File: src/rtl/perf_mmio_unit_pkg.sv
// Shared types for the performance-counter MMIO window.
package perf_mmio_unit_pkg;

  typedef logic [3:0] perf_idx_t;

  typedef enum logic {PERF_IDLE, PERF_RESP} perf_state_t;

  localparam perf_idx_t PERF_IDX_OVF  = 4'hE;
  localparam perf_idx_t PERF_IDX_CTRL = 4'hF;

endpackage

File: src/rtl/perf_ovf_detect.sv
// Per-counter sticky wrap detector: flags a FFFF->0000 transition that was not
// caused by our own clear pulse. Only built when PERF_OVERFLOW_EN is defined.
module perf_ovf_detect (
  input  logic        clk,
  input  logic        reset,
  input  logic [15:0] count,
  input  logic        clr,
  input  logic        w1c,
  output logic        ovf
);

  logic [15:0] prev;
  logic        clr_q;
  logic        wrap;

  // A wrap right after our clear pulse is the clear, not an overflow.
  assign wrap = (prev == 16'hFFFF) && (count == 16'h0000) && !clr_q;

  // Track last count and clear; sticky flag, set has priority over W1C.
  always_ff @(posedge clk) begin
    if (reset) begin
      prev  <= 16'h0000;
      clr_q <= 1'b0;
      ovf   <= 1'b0;
    end else begin
      prev  <= count;
      clr_q <= clr;
      ovf   <= wrap | (ovf & ~w1c);
    end
  end

endmodule

File: src/rtl/perf_mmio_unit.sv
// MMIO readout/control for pipeline event counters on the MEM-stage data port.
// 16-word window: idx<NUM_CNT counters, 14 overflow flags, 15 control.
// Optional feature: define PERF_OVERFLOW_EN for sticky wrap flags at idx 14.
module perf_mmio_unit
  import perf_mmio_unit_pkg::*;
#(
  parameter int          NUM_CNT   = 4,
  parameter logic [15:0] PERF_BASE = 16'hFFE0
) (
  input  logic                      clk,
  input  logic                      reset,
  input  logic [15:0]               mem_address,
  input  logic                      mem_read,
  input  logic                      mem_write,
  input  logic [15:0]               mem_wdata,
  input  logic [1:0]                mem_byte_enable,
  input  logic [NUM_CNT-1:0][15:0]  counts,
  output logic                      hit,
  output logic [15:0]               mem_rdata,
  output logic                      mem_resp,
  output logic [NUM_CNT-1:0]        cnt_clear
);

  perf_state_t              state, state_nxt;
  perf_idx_t                idx;
  logic                     accept, wr_act;
  logic                     freeze;
  logic [NUM_CNT-1:0][15:0] snap;
  logic [NUM_CNT-1:0]       ovf;
  logic [NUM_CNT-1:0]       clr_nxt;
  logic [15:0]              rd_val;
  logic                     unused_bits;

  assign hit      = (mem_read | mem_write) && (mem_address[15:5] == PERF_BASE[15:5]);
  assign idx      = mem_address[4:1];
  assign accept   = (state == PERF_IDLE) && hit;
  assign wr_act   = accept && mem_write && (mem_byte_enable != 2'b00);
  assign mem_resp = (state == PERF_RESP);

  assign unused_bits = ^{mem_address[0], mem_wdata[15:2]};

  // Read map for the addressed word.
  always_comb begin
    rd_val = 16'h0000;
    for (int i = 0; i < NUM_CNT; i++)
      if (idx == 4'(i)) rd_val = freeze ? snap[i] : counts[i];
    if (idx == PERF_IDX_CTRL) rd_val = {14'b0, freeze, 1'b0};
    if (idx == PERF_IDX_OVF)  rd_val = 16'(ovf);
  end

  // Clear intent for the write being accepted; pulses out during RESP.
  always_comb begin
    clr_nxt = '0;
    if (wr_act) begin
      for (int i = 0; i < NUM_CNT; i++)
        if (idx == 4'(i)) clr_nxt[i] = 1'b1;
      if (idx == PERF_IDX_CTRL && mem_wdata[1]) clr_nxt = '1;
    end
  end

  // Next state: one response cycle per accepted request.
  always_comb begin
    state_nxt = state;
    case (state)
      PERF_IDLE: if (hit) state_nxt = PERF_RESP;
      PERF_RESP: state_nxt = PERF_IDLE;
      default:   state_nxt = PERF_IDLE;
    endcase
  end

  // State, response data, clear pulses, freeze and snapshot registers.
  always_ff @(posedge clk) begin
    if (reset) begin
      state     <= PERF_IDLE;
      mem_rdata <= 16'h0000;
      cnt_clear <= '0;
      freeze    <= 1'b0;
      snap      <= '0;
    end else begin
      state     <= state_nxt;
      cnt_clear <= clr_nxt;
      if (accept && mem_read) mem_rdata <= rd_val;
      if (wr_act && idx == PERF_IDX_CTRL) begin
        freeze <= mem_wdata[0];
        // Snapshot only on the 0->1 edge; counts here are still pre-clear.
        if (mem_wdata[0] && !freeze) snap <= counts;
      end
    end
  end

`ifdef PERF_OVERFLOW_EN
  logic [NUM_CNT-1:0] w1c;
  assign w1c = (wr_act && idx == PERF_IDX_OVF) ? mem_wdata[NUM_CNT-1:0] : '0;

  for (genvar g = 0; g < NUM_CNT; g++) begin : g_ovf
    perf_ovf_detect u_det (
      .clk   (clk),
      .reset (reset),
      .count (counts[g]),
      .clr   (cnt_clear[g]),
      .w1c   (w1c[g]),
      .ovf   (ovf[g])
    );
  end
`else
  assign ovf = '0;
`endif

endmodule
File: config.mk
export PLATFORM = sky130hd
export DESIGN_NAME = perf_mmio_unit
export DESIGN_NICKNAME = d
export VERILOG_FILES = /design/src/rtl/perf_mmio_unit_pkg.sv /design/src/rtl/perf_ovf_detect.sv /design/src/rtl/perf_mmio_unit.sv
export SDC_FILE = /design/constraint.sdc
export NUM_CORES = 1
export LEC_CHECK = 0
export ABC_AREA = 1
export CAP_MARGIN = 30
export CELL_PAD_IN_SITES_DETAIL_PLACEMENT = 2
export CELL_PAD_IN_SITES_GLOBAL_PLACEMENT = 2
export CORE_UTILIZATION = 27
export DETAILED_ROUTE_END_ITERATION = 16
export HOLD_SLACK_MARGIN = 0.1
export MAX_ROUTING_LAYER = met4
export PLACE_DENSITY = 0.88
export SLEW_MARGIN = 20
export SYNTH_ARGS = -nofsm -noshare
export SYNTH_HDL_FRONTEND = slang
export SYNTH_HIERARCHICAL = 1
export SYNTH_SLANG_ARGS = --single-unit
File: constraint.sdc
create_clock -name clk -period 2.6 [get_ports clk]
set_clock_uncertainty 0.1 [all_clocks]
set_input_delay 0.52 -clock clk [delete_from_list [all_inputs] [get_ports clk]]
set_output_delay 0.52 -clock clk [all_outputs]
set_load 0.01 [all_outputs]
Word-level counts from Yosys, hierarchy flattened
Cells that the tools add are included.
{ "word_totals": {"ff_bits": 86, "in_bits": 102, "output_inout_bits": 22} }
{ "classes": {"eq_ne": 6, "muxes": 17, "bitwise_logic": 3, "n_reduce_logical": 13} }
{ "op_table": {"columns": ["operator", "count"], "rows": [
  ["$mux W16", 10],
  ["$eq A11 B11 Y1 const B", 1],
  ["$eq A4 B2 Y1 const B", 2],
  ["$eq A4 B4 Y1 const B", 2],
  ["$logic_and A1 B1 Y1", 8],
  ["$mux W1", 5],
  ["$eq A4 B1 Y1 const B", 1],
  ["$logic_not A4 Y1", 1],
  ["$mux W4", 1],
  ["$not A1 Y1", 2],
  ["$pmux W1 S2", 1],
  ["$reduce_and A2 Y1", 1],
  ["$reduce_bool A2 Y1", 1],
  ["$reduce_or A2 Y1", 1],
  ["$logic_not A1 Y1", 1],
  ["$or A1 B1 Y1", 1]
]} }

Longest topological paths before layout
Gate-level depths: netlist of run 1.
{ "depth": {"word_depth": 7, "ltp_mapped": 10, "ltp_nobuf": 9} }

Worst setup path before layout of run 1
Ideal clock, no wire load.
{ "synth_timing": {"path_type": "input -> register", "from": "input port mem_address[6]", "to": "register snap[48] (netlist bit)", "t_arrival_ps": 1522, "required_ps": 2385, "path_slack_ps": 863, "cell_stages": 9, "path_buffers": 2, "cell_sequence": "nand2_1 -> nor2_1 -> nand2_1 -> nor2_2 -> nand4_2 -> buf_2 -> buf_2 -> o21ai_1 -> nor2_1"} }
{ "synth_via": {"elab_chain_len": 7} }
{ "synth_lines": {"columns": ["item", "line_no", "source"], "rows": [
  ["from (decl)", "perf_mmio_unit.sv:12", "input logic [15:0] mem_address,"],
  ["$eq A11 B11 Y1", "perf_mmio_unit.sv:34", "assign hit = (mem_read | mem_write) && (mem_address[15:5] == PERF_BASE[15:5]);"],
  ["$logic_and A1 B1 Y1", "perf_mmio_unit.sv:34", null],
  ["net hit", "perf_mmio_unit.sv:18", "output logic hit,"],
  ["$logic_and A1 B1 Y1", "perf_mmio_unit.sv:36", "assign accept = (state == PERF_IDLE) && hit;"],
  ["$logic_and A1 B1 Y1 (2 in a row)", "perf_mmio_unit.sv:37", "assign wr_act = accept && mem_write && (mem_byte_enable != 2'b00);"],
  ["$logic_and A1 B1 Y1", "perf_mmio_unit.sv:83", "if (wr_act && idx == PERF_IDX_CTRL) begin"],
  ["$reduce_and A2 Y1 (no line)", null, null],
  ["to (signal assigned)", "perf_mmio_unit.sv:86", "if (mem_wdata[0] && !freeze) snap <= counts;"],
  ["to (decl)", "perf_mmio_unit.sv:28", "logic [NUM_CNT-1:0][15:0] snap;"]
]} }
The timed path passes the listed nets, and every way through them passes these cells.
A chain may end at the register's enable or synchronous reset.

Worst setup path in the final report of run 1
{ "layout_timing": {"from": "input port mem_address[5]", "to": "register snap[59] (netlist bit)"} }
{ "layout_via": {"elab_chain_len": 7} }
{ "layout_lines": {"columns": ["item", "line_no"], "rows": [
  ["$eq A11 B11 Y1", "perf_mmio_unit.sv:34"],
  ["$logic_and A1 B1 Y1", "perf_mmio_unit.sv:34"],
  ["$logic_and A1 B1 Y1", "perf_mmio_unit.sv:36"],
  ["$logic_and A1 B1 Y1 (2 in a row)", "perf_mmio_unit.sv:37"],
  ["$logic_and A1 B1 Y1", "perf_mmio_unit.sv:83"],
  ["$reduce_and A2 Y1 (no line)", null]
]} }
Every way passes these cells.

==> flow_metrics.py, run 1 <==
metrics = {
    "floorplanning": {
        "dieHeight_um": 130,
        "rows": 46,
        "start_util_pct": 27.8,
        "dieWidth_um": 130,
        "core_area_um2": 15900,
        "die_area_um2": 16900,
        "io_pins": 124,
    },
    "critical_path": {
        "r2r_cells": 6,
        "critical_path_class": "in2reg",
        "critPathArrivalTime_ps": 2360,
        "crit_fanout": 38,
        "path_cells": "clkdlybuf4s50_1 > nand2_1 > nor2_1 > nand2_1 > nor2_2 > buf_4 > nand4_2 > buf_4 > o21ai_0 > nor2_1",
        "reg2reg_slack_ps": 610,
        "end_kind": "flip-flop",
        "cpPeakStageDelay_ps": 490,
        "regToRegEndpoint": "mem_rdata[8]",
        "worstPathRequired_ps": 2730,
        "crit_path_start_kind": "input pin",
        "crit_slowest_cell": "clkdlybuf4s50_1",
        "worst-path-buf-inv": 3,
        "reg2reg_from": "freeze",
        "crit_family": "buffers and inverters",
    },
    "drt": {
        "routedWlPerCell_um": 17.3,
        "drt_iter0_drc": 187,
        "ant_nets": 0,
        "met3_wirelength_um": 636,
        "wl_met1_mm": 7.25,
        "dr.pass1.iters": 4,
        "highest_layer": "met4",
        "wl_met2_mm": 9.50,
        "vias_per_cell": 4.87,
        "routed_wl_mm": 17.7,
        "num_vias": 4994,
        "drc_errors": 0,
    },
    "yosys": {
        "synth_top_flop_cell": "dfxtp_1",
        "yosysUniqueCellTypes": 19,
        "yosysSeqAreaShare_pct": 38.9,
        "ys_top_cells_by_count": "126 x nand2_1, 125 x a21oi_1, 125 x nor2_1, 91 x inv_1, 86 x dfxtp_1",
        "synthTopCellsByArea": "dfxtp_1 39%, a21oi_1 14%, nand2_1 11%, nor2_1 11%, inv_1 7.7%",
        "synth-async-reset-ratio_pct": 0,
        "synth_seq_cells": 86,
        "syn_nets": 812,
        "synth_cells": 710,
        "synth_top_area_cell": "dfxtp_1",
        "yosys.area.top_type_share_pct": 38.9,
        "yosysMostFrequentCell": "nand2_1",
        "syn_area_um2": 4430,
        "synth_edf_count": 0,
        "ys.warnings.count": 6,
        "avgSynthCellArea_um2": 6.24,
    },
    "cts": {
        "post_cts_resized": 0,
        "clock_sinks": 86,
        "clock_latency_ps": 350,
        "clk_path_buf_depth": 2,
        "root_buffer": "clkbuf_16",
        "cts_tree": "done",
        "htree_levels": 3,
        "hold_buffers": 0,
        "cts_made_buffers": 9,
        "clkTransAtPathRegs_ps": 60,
        "post_cts_buffers": 0,
    },
    "global_route": {
        "antenna_found_initial": 0,
        "grt_pass1_wl_mm": 28.3,
        "grt-ovfl-total": 0,
        "grt_pass1_vias": 5632,
        "grt_use_total_pct": 22.6,
        "grt_max_degree": 67,
    },
    "hold_path": {
        "worstHoldStart": "snap[24]",
        "worstHoldPathCells": 2,
        "hold_path_class": "reg2reg",
        "holdPathEnd": "snap[24]",
    },
    "placement": {
        "gp_congestion": 0.824,
        "portBuffers": 108,
        "dp_cells": 1009,
        "hpwl_mm": 13.0,
    },
    "layout": {
        "register_area_um2": 1720,
        "n_antenna_cell": 0,
        "area_delta_synth_final_pct": 38.1,
        "filler_cell_count": 1920,
        "multi_input_area_um2": 2180,
        "drive_above_1_share_pct": 7.05,
        "final_nets": 906,
        "finalNonFillerCells": 1025,
    },
    "sta": {
        "min_period_ps": 2230,
        "drv_slew": 0,
        "worst_pin_slew_ps": 797,
        "period_share_pct": 85.8,
        "relSlewSlack_pct": 46.8,
        "finalSetupViolations": 0,
        "rsz0062_at_grt": "false",
        "fmax_mhz": 448,
        "setup_tns_ps": 0,
        "final_hold_viol_count": 0,
    },
    "power": {
        "powerDensity_nw_per_um2": 502,
        "peakVddDrop_v": 0.000300,
        "power_mw": 3.07,
        "p_leak_nw": 2.58,
    },
    "outcome": {
        "status": "finished, final reports clean",
    },
    "flow_run": {
        "max_cap_viol_count": 0,
    },
}
metrics by stage:
stage          hold slack (ps)  utilization, %  cell area [µm²]  worst slack [ps]
2_1_floorplan              324               -             4430               863
3_3_place_gp               338            36.4             5800              86.1
3_5_place_dp               351            36.4             5800              10.1
4_1_cts                    360            38.4             6110              14.7
5_1_grt                    376            38.4             6120               267
6_report                   357            38.4             6120               370
cells in the final DEF (no fill, tap or decap), types with 3 or more instances in the layout:
| cell type | instances |
|---|---|
| nand2_1 | 126 |
| or2_2 | 15 |
| nand3_1 | 8 |
| nor2_1 | 124 |
| o21ai_1 | 31 |
| a21oi_1 | 125 |
| dfxtp_1 | 85 |
| inv_2 | 3 |
| inv_1 | 90 |
| buf_12 | 5 |
| clkdlybuf4s50_1 | 107 |
| buf_4 | 13 |
| nor2_2 | 4 |
| nand4_1 | 4 |
| clkbuf_16 | 9 |
| o21ai_0 | 47 |
final cells by class:
| class | count | share of cell area, % |
|---|---|---|
| multi-input combinational | 488 | 35.6 |
| tap | 216 | 4.42 |
| timing repair buffer | 126 | 20.9 |
| sequential | 86 | 28.2 |
| inverter | 93 | 5.71 |
| clock buffer | 12 | 4.03 |
| clock inverter | 4 | 1.15 |
tightest hold or removal path: cells and delay by family (launching register included):
kind | cells | cell delay, ps
DFF | 1 | 300
AOI/OAI and AO/OA | 1 | 50
buffers and inverters | 1 | 60
logic make-up (layout without fill, tap and decap cells):
family	Yosys count	count (layout)	share of synthesized area, %
buf+inv	136	235	12.1
simple gates	283	283	25.7
flops	86	86	38.9
compound gates	205	205	23.3
how the worst max path moves through the flow:
stage | start | endpoint | cells after the start
2_1_floorplan | mem_address[6] | snap[48] | 9
3_3_place_gp | mem_address[6] | hit | 6
3_5_place_dp | mem_address[5] | snap[59] | 10
4_1_cts | mem_address[5] | hit | 6
5_1_grt | mem_address[5] | snap[1] | 12
6_report | mem_address[5] | snap[59] | 10
layer usage:
layer  up-vias  global-route usage [%]
met5         -                       -
met4         0                    6.57
met3        23                    4.76
met2       103                    42.1
met1      2438                    23.9
li1       2430                       -
flip-flops by register name (all words and copies together), names as in the netlist:
name	count
cnt_clear	4
mem_resp	1
freeze	1
snap	64
mem_rdata	16
where the power goes:
part,switching (mW),internal (mW)
sequential,0.0000482,1.32
clock,0.551,0.866
combinational,0.163,0.176
total,0.713,2.36
Power figures use the tool's default switching activity.
==> run 2: changes to the inputs <==
Settings changed: CORE_UTILIZATION 27 to 35, DONT_BUFFER_PORTS set to 1, PLACE_DENSITY 0.88 to 0.86.
==> flow_metrics.py, run 2 (synthesized netlist as in run 1, its figures left out) <==
metrics = {
    "global_route": {
        "grt_pass1_wl_mm": 25.5,
        "grt-ovfl-total": 0,
        "grt_max_degree": 79,
        "antenna_found_initial": 0,
        "grt_use_total_pct": 26.5,
        "grt_pass1_vias": 5060,
    },
    "layout": {
        "final_nets": 792,
        "largest_register_ffs": 64,
        "drive_above_1_share_pct": 7.48,
        "reg_top3": "snap (64), mem_rdata (16), cnt_clear (4)",
        "n_antenna_cell": 0,
        "final_common_cell": "nand2_1",
        "regMostFlops": "snap",
        "layout_common_cells": "126 x nand2_1, 125 x a21oi_1, 124 x nor2_1, 90 x inv_1, 85 x dfxtp_1",
        "finalNonFillerCells": 863,
        "area_delta_synth_final_pct": 10.0,
        "final_core_util_pct": 40.1,
        "filler_cell_count": 1515,
    },
    "drt": {
        "dr.pass1.iters": 4,
        "ant_nets": 0,
        "num_vias": 4492,
        "drc_errors": 0,
        "routedWlPerCell_um": 18.5,
        "routed_wl_mm": 16.0,
        "drt_iter0_drc": 133,
        "vias_per_cell": 5.21,
    },
    "sta": {
        "period_share_pct": 76.7,
        "relSlewSlack_pct": 58.9,
        "fmax_mhz": 502,
        "rsz0062_at_grt": "false",
        "setup_tns_ps": 0,
        "worst_pin_slew_ps": 616,
        "min_period_ps": 1990,
        "finalSetupViolations": 0,
        "finalWorstSetupSlack_ps": 606,
        "drv_slew": 0,
        "final_hold_viol_count": 0,
    },
    "outcome": {
        "status": "finished, final reports clean",
    },
    "flow_run": {
        "max_cap_viol_count": 0,
    },
    "critical_path": {
        "end_kind": "flip-flop",
        "critPathArrivalTime_ps": 2140,
        "cpPeakStageDelay_ps": 530,
        "worstPathRequired_ps": 2740,
        "crit_family": "compound AO/OA/AOI/OAI gates",
        "critical_path_class": "reg2reg",
        "crit_path_frequent_cell": "a21oi_1",
        "crit_slowest_cell": "dfxtp_4",
        "crit_path_start_kind": "flip-flop",
        "worst-path-buf-inv": 1,
        "crit_fanout": 28,
        "path_cells": "inv_1 > nand2_1 > a21oi_1 > a21oi_1 > nand2_1 > a21oi_1 > nor2_1",
    },
    "cts": {
        "clock_sinks": 86,
        "post_cts_resized": 0,
        "post_cts_buffers": 0,
        "cts_made_buffers": 9,
        "root_buffer": "clkbuf_16",
        "hold_buffers": 0,
        "htree_levels": 3,
        "clock_latency_ps": 350,
        "clk_path_buf_depth": 2,
        "cts_tree": "done",
        "clkTransAtPathRegs_ps": 60,
    },
    "floorplanning": {
        "die_area_um2": 13100,
        "dieWidth_um": 114,
        "core_area_um2": 12200,
        "rows": 40,
        "dieHeight_um": 114,
        "io_pins": 124,
        "start_util_pct": 36.4,
    },
    "placement": {
        "hpwl_mm": 11.3,
        "dp_cells": 847,
        "portBuffers": 0,
        "post-place-ws_ps": 362,
        "gp_congestion": 0.814,
    },
    "power": {
        "powerDensity_nw_per_um2": 576,
        "p_leak_nw": 2.10,
        "peakVddDrop_v": 0.000426,
    },
    "hold_path": {
        "hold_path_class": "in2reg",
    },
}
[run 2: cell types whose count changed in the layout (fill, tap and decap cells not counted), moves of 2 or more]
cell | before | now
buf_12 | 5 | 2
buf_4 | 13 | 10
bufinv_16 | 2 | 0
clkbuf_1 | 2 | 0
clkbuf_8 | 1 | 3
clkdlybuf4s50_1 | 107 | 0
clkinv_4 | 0 | 2
[run 2: stage by stage]
| step | instance area, µm² | total power [mW] | hold slack (ps) |
|---|---|---|---|
| 2_1_floorplan | 4430 | 1.48 | 324 |
| 3_3_place_gp | 4580 | 1.52 | 333 |
| 3_5_place_dp | 4580 | 1.53 | 348 |
| 4_1_cts | 4870 | 2.84 | 111 |
| 5_1_grt | 4870 | 2.90 | 114 |
| 6_report | 4870 | 2.81 | 118 |
[run 2: final cells by class]
cell class | instances | area (µm²) | share of cell area (%)
Inverter | 93 | 349 | 7.16
Clock buffer | 12 | 267 | 5.47
Tap cell | 168 | 210 | 4.31
Clock inverter | 4 | 28.8 | 0.591
Sequential cell | 86 | 1730 | 35.4
Timing Repair Buffer | 12 | 115 | 2.36
Multi-Input combinational cell | 488 | 2180 | 44.7
[run 2: routing by layer]
metal / wire length, µm / global-route usage [%] / vias up
li1: - / - / 2194
met1: 6660 / 28.9 / 2177
met5: 0 / - / -
met4: 342 / 9.61 / 0
met2: 8200 / 46.6 / 100
met3: 807 / 6.83 / 21
[run 2: worst paths after layout]
path	depth (start not counted)	to	slack (ps)	from
min reg2reg	2	snap[39]	360	snap[39]
max reg2reg	7	mem_rdata[6]	610	freeze
max	7	mem_rdata[6]	610	freeze
min	1	freeze	120	reset
[run 2: worst register-to-register path, delay by kind of cell, from the launching register on]
kind	cells	cell delay [ps]
and+or+nand+nor	3	340
AOI/OAI and AO/OA	3	550
DFF	1	530
buffers and inverters	1	370
[run 2: where the power goes]
| part | switching (mW) | internal, mW |
|---|---|---|
| clock network | 0.573 | 0.729 |
| logic | 0.127 | 0.0611 |
| registers | 0.0000849 | 1.32 |
==> run 3: changes to the inputs <==
Settings changed: CORE_UTILIZATION 35 to 32, PLACE_DENSITY 0.86 to 0.8.
Clock period 2.6 ns to 2 ns, I/O delays scaled along.
==> flow_metrics.py, run 3 (synthesized netlist as in run 1, its figures left out) <==
metrics = {
    "sta": {
        "final_hold_viol_count": 0,
        "min_period_ps": 1700,
        "worst_pin_slew_ps": 391,
        "finalWorstSetupSlack_ps": 299,
        "rsz0062_at_grt": "false",
        "whs_ps": 119,
        "setup_tns_ps": 0,
        "finalSetupViolations": 0,
        "period_share_pct": 85.1,
        "drv_slew": 0,
        "fmax_mhz": 588,
        "relSlewSlack_pct": 73.9,
    },
    "global_route": {
        "grt_pass1_vias": 5036,
        "grt_pass1_wl_mm": 25.4,
        "antenna_found_initial": 2,
        "grt_max_degree": 79,
        "grt_use_total_pct": 23.7,
        "grt-ovfl-total": 0,
    },
    "drt": {
        "drc_errors": 0,
        "num_vias": 4572,
        "dr.pass1.iters": 4,
        "drt_iter0_drc": 187,
        "ant_nets": 0,
        "routedWlPerCell_um": 18.0,
        "vias_per_cell": 5.18,
        "routed_wl_mm": 15.9,
    },
    "power": {
        "powerDensity_nw_per_um2": 717,
        "p_leak_nw": 2.16,
        "peakVddDrop_v": 0.000366,
    },
    "cts": {
        "cts_tree": "done",
        "clkTransAtPathRegs_ps": 60,
        "clock_sinks": 86,
        "htree_levels": 3,
        "cts_made_buffers": 9,
        "clock_latency_ps": 350,
        "root_buffer": "clkbuf_16",
        "post_cts_buffers": 0,
        "clk_path_buf_depth": 2,
    },
    "floorplanning": {
        "rows": 42,
        "dieHeight_um": 120,
        "start_util_pct": 33.2,
        "core_area_um2": 13300,
        "dieWidth_um": 120,
        "die_area_um2": 14300,
        "io_pins": 124,
    },
    "layout": {
        "finalNonFillerCells": 883,
        "final_nets": 803,
        "reg_top3": "snap (64), mem_rdata (16), cnt_clear (4)",
        "final_common_cell": "nand2_1",
        "layout_common_cells": "126 x nand2_1, 125 x a21oi_1, 124 x nor2_1, 90 x inv_1, 85 x dfxtp_1",
        "multi_input_area_um2": 2180,
        "largest_register_ffs": 64,
        "register_area_um2": 1730,
        "filler_cell_count": 1672,
        "drive_above_1_share_pct": 8.37,
        "regMostFlops": "snap",
        "area_delta_synth_final_pct": 13.1,
    },
    "critical_path": {
        "critPathArrivalTime_ps": 1840,
        "crit_slowest_cell": "dfxtp_4",
        "crit_path_start_kind": "flip-flop",
        "crit_path_frequent_cell": "a21oi_1",
        "critical_path_class": "reg2reg",
        "end_kind": "flip-flop",
        "crit_fanout": 51,
        "path_cells": "buf_12 > nor2_1 > a21oi_1 > a21oi_1 > nand2_1 > a21oi_1 > nor2_1",
        "cpPeakStageDelay_ps": 400,
        "worstPathRequired_ps": 2130,
        "r2r_cells": 7,
    },
    "placement": {
        "post-place-ws_ps": 185,
        "gp_congestion": 0.785,
        "portBuffers": 0,
        "dp_cells": 864,
        "hpwl_mm": 11.3,
    },
    "outcome": {
        "status": "finished, final reports clean",
    },
    "hold_path": {
        "hold_path_class": "in2reg",
        "worstHoldPathCells": 2,
    },
    "flow_run": {
        "max_cap_viol_count": 0,
    },
}
[run 3: changes by cell type in the layout (fill, tap and decap cells not counted), sizes merged]
cell         delta
buf             +9
clkinv          -3
clkbuf          +2
diode           +2
dlygate4sd3     +2
[run 3: critical path, delay by kind of cell, from the launching register on]
kind	cells	cell delay (ps)
buffers and inverters	1	190
flip-flops	1	400
AND/OR/NAND/NOR	3	390
AO/OA/AOI/OAI	3	480
[run 3: area by class of cell]
cell class,instances,area share [%]
Multi-Input combinational cell,488,43.5
Sequential cell,86,34.4
Inverter,93,6.97
Clock buffer,14,5.47
Timing Repair Buffer,23,5.05
Tap cell,176,4.40
Clock inverter,1,0.0999
Antenna cell,2,0.0999
[run 3: stage by stage]
| stage | cell area (µm²) | power (mW) | utilization [%] |
|---|---|---|---|
| 3_3_place_gp | 4700 | 1.98 | 35.2 |
| 5_1_grt | 5010 | 3.74 | 37.5 |
| 6_report | 5010 | 3.59 | 37.5 |
| 4_1_cts | 5000 | 3.63 | 37.5 |
| 3_5_place_dp | 4700 | 2.00 | 35.2 |
| 2_1_floorplan | 4430 | 1.92 | - |
[run 3: final timing paths]
check,slack (ps),from,endpoint
max,300,freeze,mem_rdata[8]
min,120,mem_wdata[1],cnt_clear[3]
max reg2reg,300,freeze,mem_rdata[8]
min reg2reg,360,snap[33],snap[33]
[run 3: repair_timing]
action                                 4_1_cts  5_1_grt
gates resized for setup                      0        0
endpoints found under the hold margin        5        0
hold buffers                                 2        0
[run 3: report_power, final]
part           leakage [nW]  internal (mW)  total (mW)  switching (mW)
clock                 0.139          0.937        1.62           0.687
sequential            0.693           1.71        1.71        0.000114
combinational          1.32         0.0881       0.254           0.166
[run 3: per-layer routing]
| metal | share of wire (%) | routed length [µm] | global-route usage, % | vias up |
|---|---|---|---|---|
| met5 | 0 | 0 | - | - |
| met3 | 4.2 | 673 | 4.85 | 24 |
| li1 | - | - | - | 2220 |
| met2 | 50 | 7890 | 41.0 | 99 |
| met4 | 2.3 | 361 | 8.91 | 0 |
| met1 | 44 | 6940 | 26.9 | 2229 |
